$ cat src/rtl/decoder_pkg.sv
// Shared types and the one-hot decode helper for the pipelined register-file write decoder.
// Sized for the widest legal configuration; instances slice down to their own widths.
package decoder_pkg;

  localparam int unsigned MAX_ADDR_W = 6;
  localparam int unsigned MAX_STAGES = 4;
  localparam int unsigned MAX_OUT_W  = 2 ** MAX_ADDR_W;

  typedef struct packed {
    logic                  valid;
    logic [MAX_ADDR_W-1:0] addr;
  } slot_t;

  function automatic logic [MAX_OUT_W-1:0] onehot_f(input logic [MAX_ADDR_W-1:0] addr,
                                                    input logic                  valid);
    logic [MAX_OUT_W-1:0] vec;
    vec = '0;
    if (valid) begin
      vec[addr] = 1'b1;
    end
    return vec;
  endfunction

endpackage

$ cat src/rtl/pipe_slot.sv
// One pipeline slot: a valid bit plus address, loaded from upstream whenever the slot advances.
module pipe_slot
  import decoder_pkg::*;
(
  input  logic  clk_i,
  input  logic  rst_ni,
  input  logic  advance_i,
  input  slot_t up_i,
  output slot_t slot_o
);

  slot_t slot_d, slot_q;

  // The address is only captured with a real request so an idle slot keeps its last value.
  always_comb begin
    slot_d = slot_q;
    if (advance_i) begin
      slot_d.valid = up_i.valid;
      if (up_i.valid) begin
        slot_d.addr = up_i.addr;
      end
    end
  end

  always_ff @(posedge clk_i) begin
    if (!rst_ni) begin
      slot_q <= '0;
    end else begin
      slot_q <= slot_d;
    end
  end

  assign slot_o = slot_q;

endmodule

$ cat src/rtl/pipelined_decoder.sv
// Pipelined binary-to-one-hot write-enable decoder with valid/ready flow control.
// Define ZERO_REG_EN to suppress the enable for the top address (hard-wired zero register).
module pipelined_decoder
  import decoder_pkg::*;
#(
  parameter int unsigned ADDR_W = 5,
  parameter int unsigned STAGES = 2
) (
  input  logic                 clk,
  input  logic                 reset_n,
  input  logic                 in_valid,
  output logic                 in_ready,
  input  logic [ADDR_W-1:0]    in_addr,
  output logic                 out_valid,
  input  logic                 out_ready,
  output logic [ADDR_W-1:0]    out_addr,
  output logic [2**ADDR_W-1:0] out_onehot
);

  localparam int unsigned OutW = 2 ** ADDR_W;

  if (ADDR_W == 0 || ADDR_W > MAX_ADDR_W) begin : g_bad_addr_w
    $error("pipelined_decoder: ADDR_W must be in 1..%0d", MAX_ADDR_W);
  end
  if (STAGES == 0 || STAGES > MAX_STAGES) begin : g_bad_stages
    $error("pipelined_decoder: STAGES must be in 1..%0d", MAX_STAGES);
  end

  slot_t             up   [STAGES];
  slot_t             slot [STAGES];
  logic [STAGES-1:0] advance;
  slot_t             last;
  logic              decode_en;

  // A slot advances if it or any slot downstream of it is empty, or the consumer takes the
  // output; this is what lets bubbles collapse under a stall.
  always_comb begin
    logic carry;
    carry   = out_ready;
    advance = '0;
    for (int i = int'(STAGES) - 1; i >= 0; i--) begin
      carry      = carry | ~slot[i].valid;
      advance[i] = carry;
    end
  end

  for (genvar i = 0; i < STAGES; i++) begin : g_slot
    if (i == 0) begin : g_head
      assign up[i] = {in_valid, MAX_ADDR_W'(in_addr)};
    end else begin : g_body
      assign up[i] = slot[i-1];
    end

    pipe_slot u_slot (
      .clk_i     (clk),
      .rst_ni    (reset_n),
      .advance_i (advance[i]),
      .up_i      (up[i]),
      .slot_o    (slot[i])
    );
  end

  assign last      = slot[STAGES-1];
  assign in_ready  = advance[0];
  assign out_valid = last.valid;
  assign out_addr  = last.addr[ADDR_W-1:0];

`ifdef ZERO_REG_EN
  assign decode_en = last.valid && (last.addr != MAX_ADDR_W'(OutW - 1));
`else
  assign decode_en = last.valid;
`endif

  // Decoded straight from the registered last slot, so no input path reaches the enables.
  assign out_onehot = OutW'(onehot_f(last.addr, decode_en));

  assert property (@(posedge clk) disable iff (!reset_n)
    out_valid && !out_ready |=> out_valid && $stable(out_addr) && $stable(out_onehot));

  assert property (@(posedge clk) disable iff (!reset_n)
    $onehot0(out_onehot) && (out_valid || out_onehot == '0));

endmodule

$ cat config.mk
export PLATFORM = sky130hd
export DESIGN_NAME = pipelined_decoder
export DESIGN_NICKNAME = d
export VERILOG_FILES = /design/src/rtl/decoder_pkg.sv /design/src/rtl/pipe_slot.sv /design/src/rtl/pipelined_decoder.sv
export SDC_FILE = /design/constraint.sdc
export NUM_CORES = 1
export LEC_CHECK = 0
export BUFFER_PORTS_ARGS = -buffer_cell sky130_fd_sc_hd__buf_2
export CAP_MARGIN = 20
export CELL_PAD_IN_SITES_DETAIL_PLACEMENT = 2
export CELL_PAD_IN_SITES_GLOBAL_PLACEMENT = 2
export CORE_MARGIN = 5
export CORE_UTILIZATION = 21
export DETAILED_ROUTE_END_ITERATION = 12
export PLACE_DENSITY_LB_ADDON = 0.15
export SETUP_SLACK_MARGIN = 0.05
export SLEW_MARGIN = 20
export SYNTH_ARGS = -nofsm -noshare
export SYNTH_HDL_FRONTEND = slang
export SYNTH_SLANG_ARGS = --single-unit
$ cat constraint.sdc
create_clock -name clk -period 1.7 [get_ports clk]
set_input_delay 0.17 -clock clk [delete_from_list [all_inputs] [get_ports clk]]
set_output_delay 0.17 -clock clk [all_outputs]
set_load 0.005 [all_outputs]
* Word-level counts from Yosys, hierarchy flattened
Index checks and enable logic that the tools add are counted.
** Storage, ports and cells
- Bits in registers :: 12
- Bits of input ports :: 9
- Output and inout port bits :: 39
- Logic and storage cells :: 16
** Cells by class
- Order comparisons :: 2
- Muxes and demuxes :: 3
- Bitwise operators :: 4
- Reduce and logical (&&, ||, !) cells :: 3
** Operators with widths (count)
- $mux W32 :: 1
- $lt A5 B7 Y1 const B :: 1
- $demux W1 S5 :: 1
- $ge A5 B1 Y1 const B :: 1
- $reduce_and A2 Y1 :: 2
- $not A1 Y1 :: 2
- $or A1 B1 Y1 :: 2
- $logic_and A1 B1 Y1 :: 1
- $mux W1 :: 1

* Logic depth before layout (Yosys ltp)
Gate-level depths: netlist (run 1).
- Depth in word-level cells :: 5
- Mapped depth :: 4
- Depth with buffers taken out :: 3

* Modules after synthesis
A second synthesis (run 1) with hierarchy kept.
** Unflattened totals
- Cells, all modules :: 118
- Area, all modules :: 867.1 um^2
** By module, submodules not included
- pipe_slot :: instances 2, cells an instance 29, area each 260.2 um^2, seq. area each 140.1 um^2
- pipelined_decoder :: instances 1, cells an instance 60, area each 346.6 um^2, seq. area each 0.0 um^2

* Worst setup path after synthesis (run 1)
No wires, ideal clock.
- Kind :: flip-flop to output port
- Start point :: reg g_slot[1].u_slot.slot_q, in the netlist g_slot[1].u_slot.slot_o[4]
- End point :: out out_onehot[16]
- Arrival time :: 1.042 ns
- Setup slack :: 0.488 ns
- Cell stages (with the launch flop) :: 3
- Path buffers :: 0
- Cell sequence :: dfxtp_1 > or3b_2 > nor2_1
** On the way
- Longest elaborated chain between the ends :: 5
- Elaborated cells on any way between the ends :: 6
- Classes of those cells :: order compare (2); mux (3); reduce/logical (1)
** Ends and longest elaborated chain
- start, declared :: line pipe_slot.sv:12 : slot_t slot_d, slot_q;
- start signal, assigned :: line pipe_slot.sv:29 : slot_q <= slot_d;
- $lt A5 B7 Y1 (implied by the code) or $ge A5 B1 Y1 (tied branches) :: line decoder_pkg.sv:19 : vec[addr] = 1'b1;
- $logic_and A1 B1 Y1 (implied by the code) :: line decoder_pkg.sv:19
- $mux W1 (implied by the code) :: line decoder_pkg.sv:19
- $demux W1 S5 (*) :: line decoder_pkg.sv:19
- $mux W32 (*) :: line decoder_pkg.sv:18 : if (valid) begin
- end, declared :: line pipelined_decoder.sv:17 : output logic [2**ADDR_W-1:0] out_onehot
Every way passes the cells marked *; elsewhere a longest branch is shown, timed or not.

* Worst setup path in the final report (run 1)
Same ends and word-level chain as after synthesis.

==> metrics, run 1 <==
status completed; clk_skew approximately 1.2 ps; starting DRC count in detailed routing 7; CTS tree done; post-layout min period between 1500 and 2000 ps; count leader, synth nor2_1; DP HPWL slightly above 2000 um; CORE AREA around 3300 sq um; Worst-Skew Late Latency between 200 and 300 ps; asr flop ratio synth 0%; CP max-delay cell or3b_2; Reg clk slew, reported paths ~70 ps; Levels on crit path 3; Multi-input gate area approximately 440 sq um; CTS H-tree lvls 1; Critical Path AT roughly 1400 ps; Synth area leader dfxtp_1; drt via density about 4.4; final hold vios 0; gr usage total a little under an eighth; antenna fix cells 0; Place WS ~310 ps; row cnt 21; Syn. warnings 0; final RePlAce weighted congestion 0.700; DR WL/cell around 13 um; Clock Tree Buf Depth 2; top cell type's share of synthesized area between 30 and 40%; grt ovf 0; largest net degree at the start of global routing 18; sequential share of the synthesized area approximately 34%; Total Power about 560 uW; Syn Area/Cell between 7 and 8 sq um; Starting Density a little over a fifth; most common flop cell mapped by yosys dfxtp_1; Final WS setup between 100 and 150 ps; initial antenna violation count 0; setup_tns 0 ps; die height roughly 70 um; ANT nets after route 0; Hold Buf Count CTS 0; buffers and inverters on the worst path 1; CP Class register to output pin; area delta synth->final 44.0%; Die Area about 4600 sq um; PwrDens between 500 and 600 nW/um^2; Req. time, crit path roughly 1500 ps; Die X about 70 um; leakage power total a little under 0.0005 uW; clk sinks 12; Vias approximately 850; Hold Crit Class input pin to register; Crit path max-delay family simple AND/OR/NAND/NOR gates; clock root buffer clkbuf_4; crit share post-route 92.2%; first-pass GRT wire length between 4000 and 5000 um; WL final between 2000 and 3000 um; vias in the first global route 866; Largest register FFs 12; # DRC 0; Startpoint Class register; Storage cell area 248 sq um; nets ~160; Final Max Slew Viols 0; synthesized cell area just over 700 sq um; Worst Path Max Fanout 10; largest cells by area after synthesis dfxtp_1 34%, nor2_1 18%, mux2i_1 7.1%, a21boi_0 6.4%, nand2_1 6.4%; fraction of layout cells with a size suffix above 1 between 40% and 50%; Worst-Margin Slew roughly 370 ps; DRT Pass-1 Iters 4; # IOs 48; TritonCTS Buffers 3; # setup viols final 0; Achievable Freq around 0.64 GHz; worst vdd ir between 300 and 400 uV; post-synthesis cell type count 19; EDFF count, synth 0; syn nets about 110; max_cap viols 0; hold depth 3; Gate Count Post-Synth slightly below 100; RSZ-0062 raised after global routing no; worst r2r path cells 4; FF+latch count, synth 12; top cells by count, synth 33 x nor2_1, 12 x dfxtp_1, 12 x nand2_1; crit-path cells or3b_2 > nor2_1 > buf_2; Port Buffers between 40 and 50; Max stage delay on crit path 500 ps; Worst setup EP type output pin; fillers between 400 and 500; slew margin rel. between 70% and 80%
## power breakdown
group	switching (uW)	internal (uW)	total, uW	leakage, uW
clock network	94.5	82.1	177	0.0000138
registers	15.3	294	309	0.000100
logic	35.8	34.1	69.8	0.000376
## worst reg2reg max path, stage by stage, from the launching register on
cell	delay (ps)
dfxtp_2	350
nor2b_1	130
buf_4	160
a21boi_4	270
mux2i_1	210
## worst paths after layout
path / slack [ps] / end / startpoint
hold / removal: 140 / g_slot[0].u_slot.slot_o[3]$_SDFFE_PN0P_ / in_addr[3]
hold reg to reg: 460 / g_slot[0].u_slot.slot_o[0]$_SDFFE_PN0P_ / g_slot[0].u_slot.slot_o[0]$_SDFFE_PN0P_
setup / recovery: 130 / out_onehot[16] / g_slot[1].u_slot.slot_o[4]$_SDFFE_PN0P_
setup reg to reg: 520 / g_slot[0].u_slot.slot_o[2]$_SDFFE_PN0P_ / g_slot[1].u_slot.slot_o[6]$_SDFFE_PN0P_
## cell families (layout without fill, tap and decap cells)
kind of cell | after synthesis | count (layout) | synth area share [%]
AO/OA/AOI/OAI | 13 | 13 | 13.3
buffers and inverters | 5 | 52 | 4.08
flip-flops | 12 | 12 | 34.0
multiplexers | 5 | 5 | 7.09
AND/OR/NAND/NOR | 64 | 64 | 41.5
## layout by cell type, fill, tap and decap left out
cell and n:
o21ai_0 5, dfxtp_2 3, mux2i_1 5, nand3_1 7
nor2_1 33, dfxtp_4 1, or3_1 1, nand2_1 12
dfxtp_1 8, or3b_2 1, nor2b_1 2, nand2b_1 1
buf_4 1, or3b_4 2, a21oi_1 1, a21boi_0 6
buf_2 47, clkbuf_4 3, inv_1 1, nand3b_1 5
a21boi_4 1
## area by class of cell
| type | count | share of cell area, % |
|---|---|---|
| Tap cell | 46 | 5.67 |
| Sequential cell | 12 | 24.4 |
| Clock buffer | 3 | 2.22 |
| Timing Repair Buffer | 48 | 23.9 |
| Multi-Input combinational cell | 82 | 43.5 |
| Inverter | 1 | 0.369 |
## per-layer routing
metal / GRT usage [%] / share of wire [%] / up-vias
met5: 0 / 0 / -
met4: 5.21 / 1.2 / 0
met3: 2.30 / 10 / 4
met2: 20.2 / 46 / 37
met1: 13.1 / 43 / 392
li1: - / - / 421
## per-stage QoR
stage / util (%) / area (sq um) / hold slack [ps] / instances
6_report: 30.9 / 1020 / 135 / 192
5_1_grt: 30.9 / 1020 / 136 / 192
4_1_cts: 30.7 / 1010 / 129 / 192
3_5_place_dp: 29.9 / 981 / 430 / 189
3_3_place_gp: 29.9 / 981 / 415 / 189
2_1_floorplan: - / 706 / 309 / 99
## what timing repair did
item	in CTS	in global routing
resized for setup	3	4
endpoints found under the setup margin	14	14
setup buffers	0	0
Note: power is estimated with default switching activity, not from simulation.
==> run 2: changes to the inputs <==
Settings changed: CAP_MARGIN 20 to not set, CORE_UTILIZATION 21 to 22, CTS_BUF_LIST set to sky130_fd_sc_hd__clkbuf_8.
==> run 2 against run 1 <==
Net effect: non-clock buffer count grew 1; critical path depth is the same; die area shrank 3.9%; largest power group unchanged; cell count shrank 0.52%; combinational power grew 2%.
==> metrics, run 2 (synthesized netlist as in run 1, its figures left out) <==
Critical Path AT 1390 ps (was 1400 ps); met2 usage 22.0% (was 20.2%); DRT Pass-1 Iters 3 (was 4); CORE AREA 3050 sq um (was 3280 sq um); starting DRC count in detailed routing 16 (was 7); CTS H-tree lvls 1 (unchanged); Reg clk slew, reported paths 50 ps (was 70 ps); Multi-input gate area 439 sq um (was 442 sq um); fraction of layout cells with a size suffix above 1 39.5% (was 40.4%); slew margin rel. 75.9% (was 75.3%); max_cap viols 0 (unchanged); vias in the first global route 900 (was 866); Hold Buf Count CTS 0 (unchanged); # DRC 0 (unchanged); largest net degree at the start of global routing 18 (unchanged); PwrDens 618 nW/um^2 (was 547 nW/um^2); CP Class register to output pin (unchanged); Startpoint Class register (unchanged); GRT busiest layer met2 (unchanged); Worst Path Max Fanout 10 (unchanged); Port Buffers 47 (unchanged); grt ovf 0 (unchanged); clk sinks 12 (unchanged); WL final 2570 um (was 2510 um); Vias 855 (was 854); initial antenna violation count 0 (unchanged); nets 158 (was 157); Hold Crit Class input pin to register (unchanged); met1 Track Usage GR 13.1% (about the same); Die Area 4440 sq um (was 4620 sq um); Req. time, crit path 1530 ps (about the same); Post-Place Cells 188 (was 189); clock root buffer clkbuf_8 (was clkbuf_4); status completed (unchanged); final RePlAce weighted congestion 0.693 (was 0.700); Post-CTS Setup Inserts 0 (unchanged); gr usage total 12.2% (was 11.4%); fillers 401 (was 412); Largest register FFs 12 (unchanged); Clock Tree Buf Depth 2 (unchanged); row cnt 20 (was 21); Die X 66.6 um (was 68.0 um); post-layout min period 1560 ps (was 1570 ps); Final Max Slew Viols 0 (unchanged); # IOs 48 (unchanged); leakage power total 0.000500 uW (was 0.000491 uW); Starting Density 23.1% (was 21.5%); worst vdd ir 339 uV (was 366 uV); commonest non-fill, non-tap cell in the layout buf_2 (unchanged); routing usage on met3 2.70% (was 2.30%); Worst-Margin Slew 360 ps (was 370 ps); Worst setup EP type output pin (unchanged); crit share post-route 91.7% (was 92.2%); Non-Filler Instances 191 (was 192); CTS tree done (unchanged); die height 66.6 um (was 68.0 um); Storage cell area 243 sq um (was 248 sq um); area delta synth->final 46.3% (was 44.0%); TritonCTS Buffers 3 (unchanged); first-pass GRT wire length 4130 um (was 4020 um); setup_tns 0 ps (unchanged); Worst-Skew Late Latency 240 ps (was 270 ps); ANT nets after route 0 (unchanged); final hold vios 0 (unchanged); drt via density 4.48 (was 4.45); Achievable Freq 0.641 GHz (was 0.638 GHz); antenna fix cells 0 (unchanged); RSZ-0062 raised after global routing no (unchanged); commonest non-fill, non-tap cells in the layout 47 x buf_2, 33 x nor2_1, 12 x nand2_1, 10 x dfxtp_1, 7 x nand3_1 (was 47 x buf_2, 33 x nor2_1, 12 x nand2_1, 8 x dfxtp_1, 7 x nand3_1); clk_skew 1.10 ps (was 1.25 ps); # setup viols final 0 (unchanged); DR WL/cell 13.5 um (was 13.1 um); DP HPWL 2090 um (was 2020 um); utilization after layout 33.8% (was 30.9%)
[run 2: final timing paths]
check                                          start                                 endpoint  slack, ps  cells past startpoint
max          g_slot[1].u_slot.slot_o[3]$_SDFFE_PN0P_                            out_onehot[9]        140                      3
min reg2reg  g_slot[0].u_slot.slot_o[0]$_SDFFE_PN0P_  g_slot[0].u_slot.slot_o[0]$_SDFFE_PN0P_        470                      2
max reg2reg  g_slot[1].u_slot.slot_o[6]$_SDFFE_PN0P_  g_slot[0].u_slot.slot_o[2]$_SDFFE_PN0P_        500                      4
min                                       in_addr[4]  g_slot[0].u_slot.slot_o[4]$_SDFFE_PN0P_        170                      3
[run 2: where the power goes]
group | total (uW) | internal, uW | switching, uW
clock | 256 | 156 | 101
combinational | 71.0 | 34.4 | 36.6
sequential | 310 | 296 | 14.7
total | 638 | 486 | 152
[run 2: worst max-delay path: stages (launching register included)]
cell	delay, ps
dfxtp_2	400
or3b_2	510
nor2_1	110
buf_2	130
[run 2: per-stage QoR]
stage	total power (uW)	cell area, sq um	hold WS, ps	setup WS, ps
global route	668	1030	176	64.1
detailed placement	387	986	430	308
floorplan	357	706	309	488
finish	638	1030	173	141
global placement	384	986	415	362
CTS	649	1030	170	78.1
[run 2: per-layer routing]
layer	wire length (um)	share of wire, %
met1	1080	42
met4	48	1.9
met3	237	9.2
met5	0	0
met2	1210	47
[run 2: timing repair]
action / 4_1_cts / 5_1_grt
hold endpoints to repair: 0 / 0
gates resized for setup: 1 / 2
setup endpoints to repair: 2 / 10
[run 2: area by class of cell]
cell class	instances	area share, %
multi-input combinational	82	42.5
clock buffer	3	4.00
inverter	1	0.364
sequential	12	23.5
tap	44	5.33
timing repair buffer	49	24.2
==> run 3: changes to the inputs <==
Settings changed: ABC_AREA set to 1, CORE_UTILIZATION 22 to 21.
==> run 3 against run 2 <==
Net effect: sequential share of layout area shrank 0.44 points; largest cell class unchanged; total power grew 8.9%; first-iteration DRC count shrank 19%; wire length grew 7.2%; via count grew 7.5%; clock skew shrank 0.92 ps; synthesized cell count grew 19%.
==> metrics, run 3 <==
Total Power 694 uW (was 638 uW); Final WS setup 119 ps (was 141 ps); status completed (unchanged); starting DRC count in detailed routing 13 (was 16); worst vdd ir 301 uV (was 339 uV); die height 69.0 um (was 66.6 um); utilization after layout 31.0% (was 33.8%); largest net degree at the start of global routing 13 (was 18); Achievable Freq 0.633 GHz (was 0.641 GHz); # setup viols final 0 (unchanged); Die X 69.0 um (was 66.6 um); met2 usage 21.1% (was 22.0%); CTS tree done (unchanged); fraction of layout cells with a size suffix above 1 33.9% (was 39.5%); sequential share of the synthesized area 32.8% (was 34.0%); Design Area, Final 1040 sq um (was 1030 sq um); nets 176 (was 158); clock root buffer clkbuf_8 (unchanged); slew margin rel. 76.8% (was 75.9%); CORE AREA 3360 sq um (was 3050 sq um); top cells by count, synth 47 x nor2_1, 14 x inv_1, 14 x nand3_1 (was 33 x nor2_1, 12 x dfxtp_1, 12 x nand2_1); Clock Tree Buf Depth 2 (unchanged); clk_skew 0.176 ps (was 1.10 ps); Starting Density 21.8% (was 23.1%); drt via density 4.36 (was 4.48); final RePlAce weighted congestion 0.706 (was 0.693); Place WS 355 ps (was 308 ps); asr flop ratio synth 0% (unchanged); setup_tns 0 ps (unchanged); first-pass GRT wire length 4730 um (was 4130 um); Post-CTS Setup Inserts 0 (unchanged); most common flop cell mapped by yosys dfxtp_1 (unchanged); met1 Track Usage GR 13.6% (was 13.1%); post-synthesis cell type count 12 (was 19); Vias 919 (was 855); Final Max Slew Viols 0 (unchanged); # DRC 0 (unchanged); TritonCTS Buffers 3 (unchanged); crit share post-route 93.0% (was 91.7%); Critical Path AT 1410 ps (was 1390 ps); row cnt 21 (was 20); placed inst area 995 sq um (was 986 sq um); # IOs 48 (unchanged); count leader, synth nor2_1 (unchanged); Startpoint Class register (unchanged); FF+latch count, synth 12 (unchanged); CTS H-tree lvls 1 (unchanged); ANT nets after route 0 (unchanged); max_cap viols 0 (unchanged); post-layout min period 1580 ps (was 1560 ps); final hold vios 0 (unchanged); syn nets 127 (was 108); area delta synth->final 42.2% (was 46.3%); Worst Path Max Fanout 8 (was 10); DP HPWL 2220 um (was 2090 um); GRT busiest layer met2 (unchanged); Hold Crit Class input pin to register (unchanged); RSZ-0062 raised after global routing yes (was no); Worst-Margin Slew 347 ps (was 360 ps); routing usage on met3 2.03% (was 2.70%); CP Class register to output pin (unchanged); gr usage total 11.9% (was 12.2%); Syn. warnings 0 (unchanged); Reg clk slew, reported paths 50 ps (about the same); PwrDens 667 nW/um^2 (was 618 nW/um^2); Worst setup EP type output pin (unchanged); Gate Count Post-Synth 118 (was 99); antenna fix cells 0 (unchanged); Hold Buf Count CTS 0 (unchanged); DR WL/cell 13.1 um (was 13.5 um); synthesized cell area 732 sq um (was 706 sq um); Syn Area/Cell 6.20 sq um (was 7.13 sq um); Synth area leader dfxtp_1 (unchanged); vias in the first global route 990 (was 900); leakage power total 0.000550 uW (was 0.000500 uW); WL final 2760 um (was 2570 um); Req. time, crit path 1530 ps (about the same); initial antenna violation count 0 (unchanged); grt ovf 0 (unchanged); commonest non-fill, non-tap cells in the layout 47 x nor2_1, 47 x buf_2, 14 x inv_1, 13 x nand3_1, 12 x dfxtp_1 (was 47 x buf_2, 33 x nor2_1, 12 x nand2_1, 10 x dfxtp_1, 7 x nand3_1); largest cells by area after synthesis dfxtp_1 33%, nor2_1 24%, nand3_1 9.6%, inv_1 7.2%, nand2_1 5.6% (was dfxtp_1 34%, nor2_1 18%, mux2i_1 7.1%, a21boi_0 6.4%, nand2_1 6.4%); Worst-Skew Late Latency 240 ps (about the same); EDFF count, synth 0 (unchanged); DRT Pass-1 Iters 4 (was 3); Port Buffers 47 (unchanged); Die Area 4770 sq um (was 4440 sq um); top cell type's share of synthesized area 32.8% (was 34.0%); clk sinks 12 (unchanged); Largest register FFs 12 (unchanged)
-- run 3: cell types whose count changed in the layout (fill, tap and decap cells not counted), sizes merged, moves of 3 or more --
cell,previous run,this run
mux2i,5,0
inv,1,14
or3b,3,0
nand3,7,18
a21oi,1,8
a21boi,7,0
nor2,33,47
o21ai,5,0
-- run 3: cells by family (layout without fill, tap and decap cells) --
group / count (synthesis) / count (layout) / share of synthesized area (%)
compound gates: 8 / 8 / 5.98
buf+inv: 17 / 64 / 11.3
simple gates: 81 / 81 / 49.9
flops: 12 / 12 / 32.8
-- run 3: worst paths after layout --
kind / end / slack [ps] / cells past startpoint / start
min: g_slot[0].u_slot.slot_o[2]$_SDFFE_PN0P_ / 250 / 5 / in_addr[2]
min reg2reg: g_slot[0].u_slot.slot_o[4]$_SDFFE_PN0P_ / 480 / 2 / g_slot[0].u_slot.slot_o[4]$_SDFFE_PN0P_
max reg2reg: g_slot[0].u_slot.slot_o[0]$_SDFFE_PN0P_ / 500 / 3 / g_slot[1].u_slot.slot_o[6]$_SDFFE_PN0P_
max: out_onehot[13] / 120 / 3 / g_slot[1].u_slot.slot_o[6]$_SDFFE_PN0P_
-- run 3: cell type report --
| cell class | instances | area (sq um) |
|---|---|---|
| multi-input combinational | 89 | 414 |
| inverter | 14 | 52.6 |
| fill | 463 | 2320 |
| sequential | 12 | 240 |
| tap | 46 | 57.6 |
| timing repair buffer | 47 | 235 |
| clock buffer | 3 | 41.3 |
-- run 3: worst max-delay path, cell delays in order, from the launching register on --
cell and delay, ps:
dfxtp_1 500, nand3_1 340, nor2_1 200, buf_2 130
-- run 3: stage by stage --
stage,std cells,hold WS (ps)
4_1_cts,211,251
3_3_place_gp,208,458
2_1_floorplan,118,302
5_1_grt,211,289
6_report,211,248
3_5_place_dp,208,472
-- run 3: power breakdown --
group          leakage, uW  total (uW)  internal, uW  switching (uW)
Clock            0.0000216         253           156            97.8
Combinational     0.000429         115          45.9            69.0
Sequential       0.0000994         326           302            23.9
Total             0.000550         694           504             191
-- run 3: repair_timing --
action / CTS / global route
hold endpoints to repair: 0 / 0
endpoints found under the setup margin: 0 / 23
resized for setup: 0 / 1
-- run 3: metal layers --
layer / up-vias / wire (um)
li1: 464 / -
met5: - / 0
met3: 4 / 183
met1: 414 / 1190
met4: 0 / 60
met2: 37 / 1320
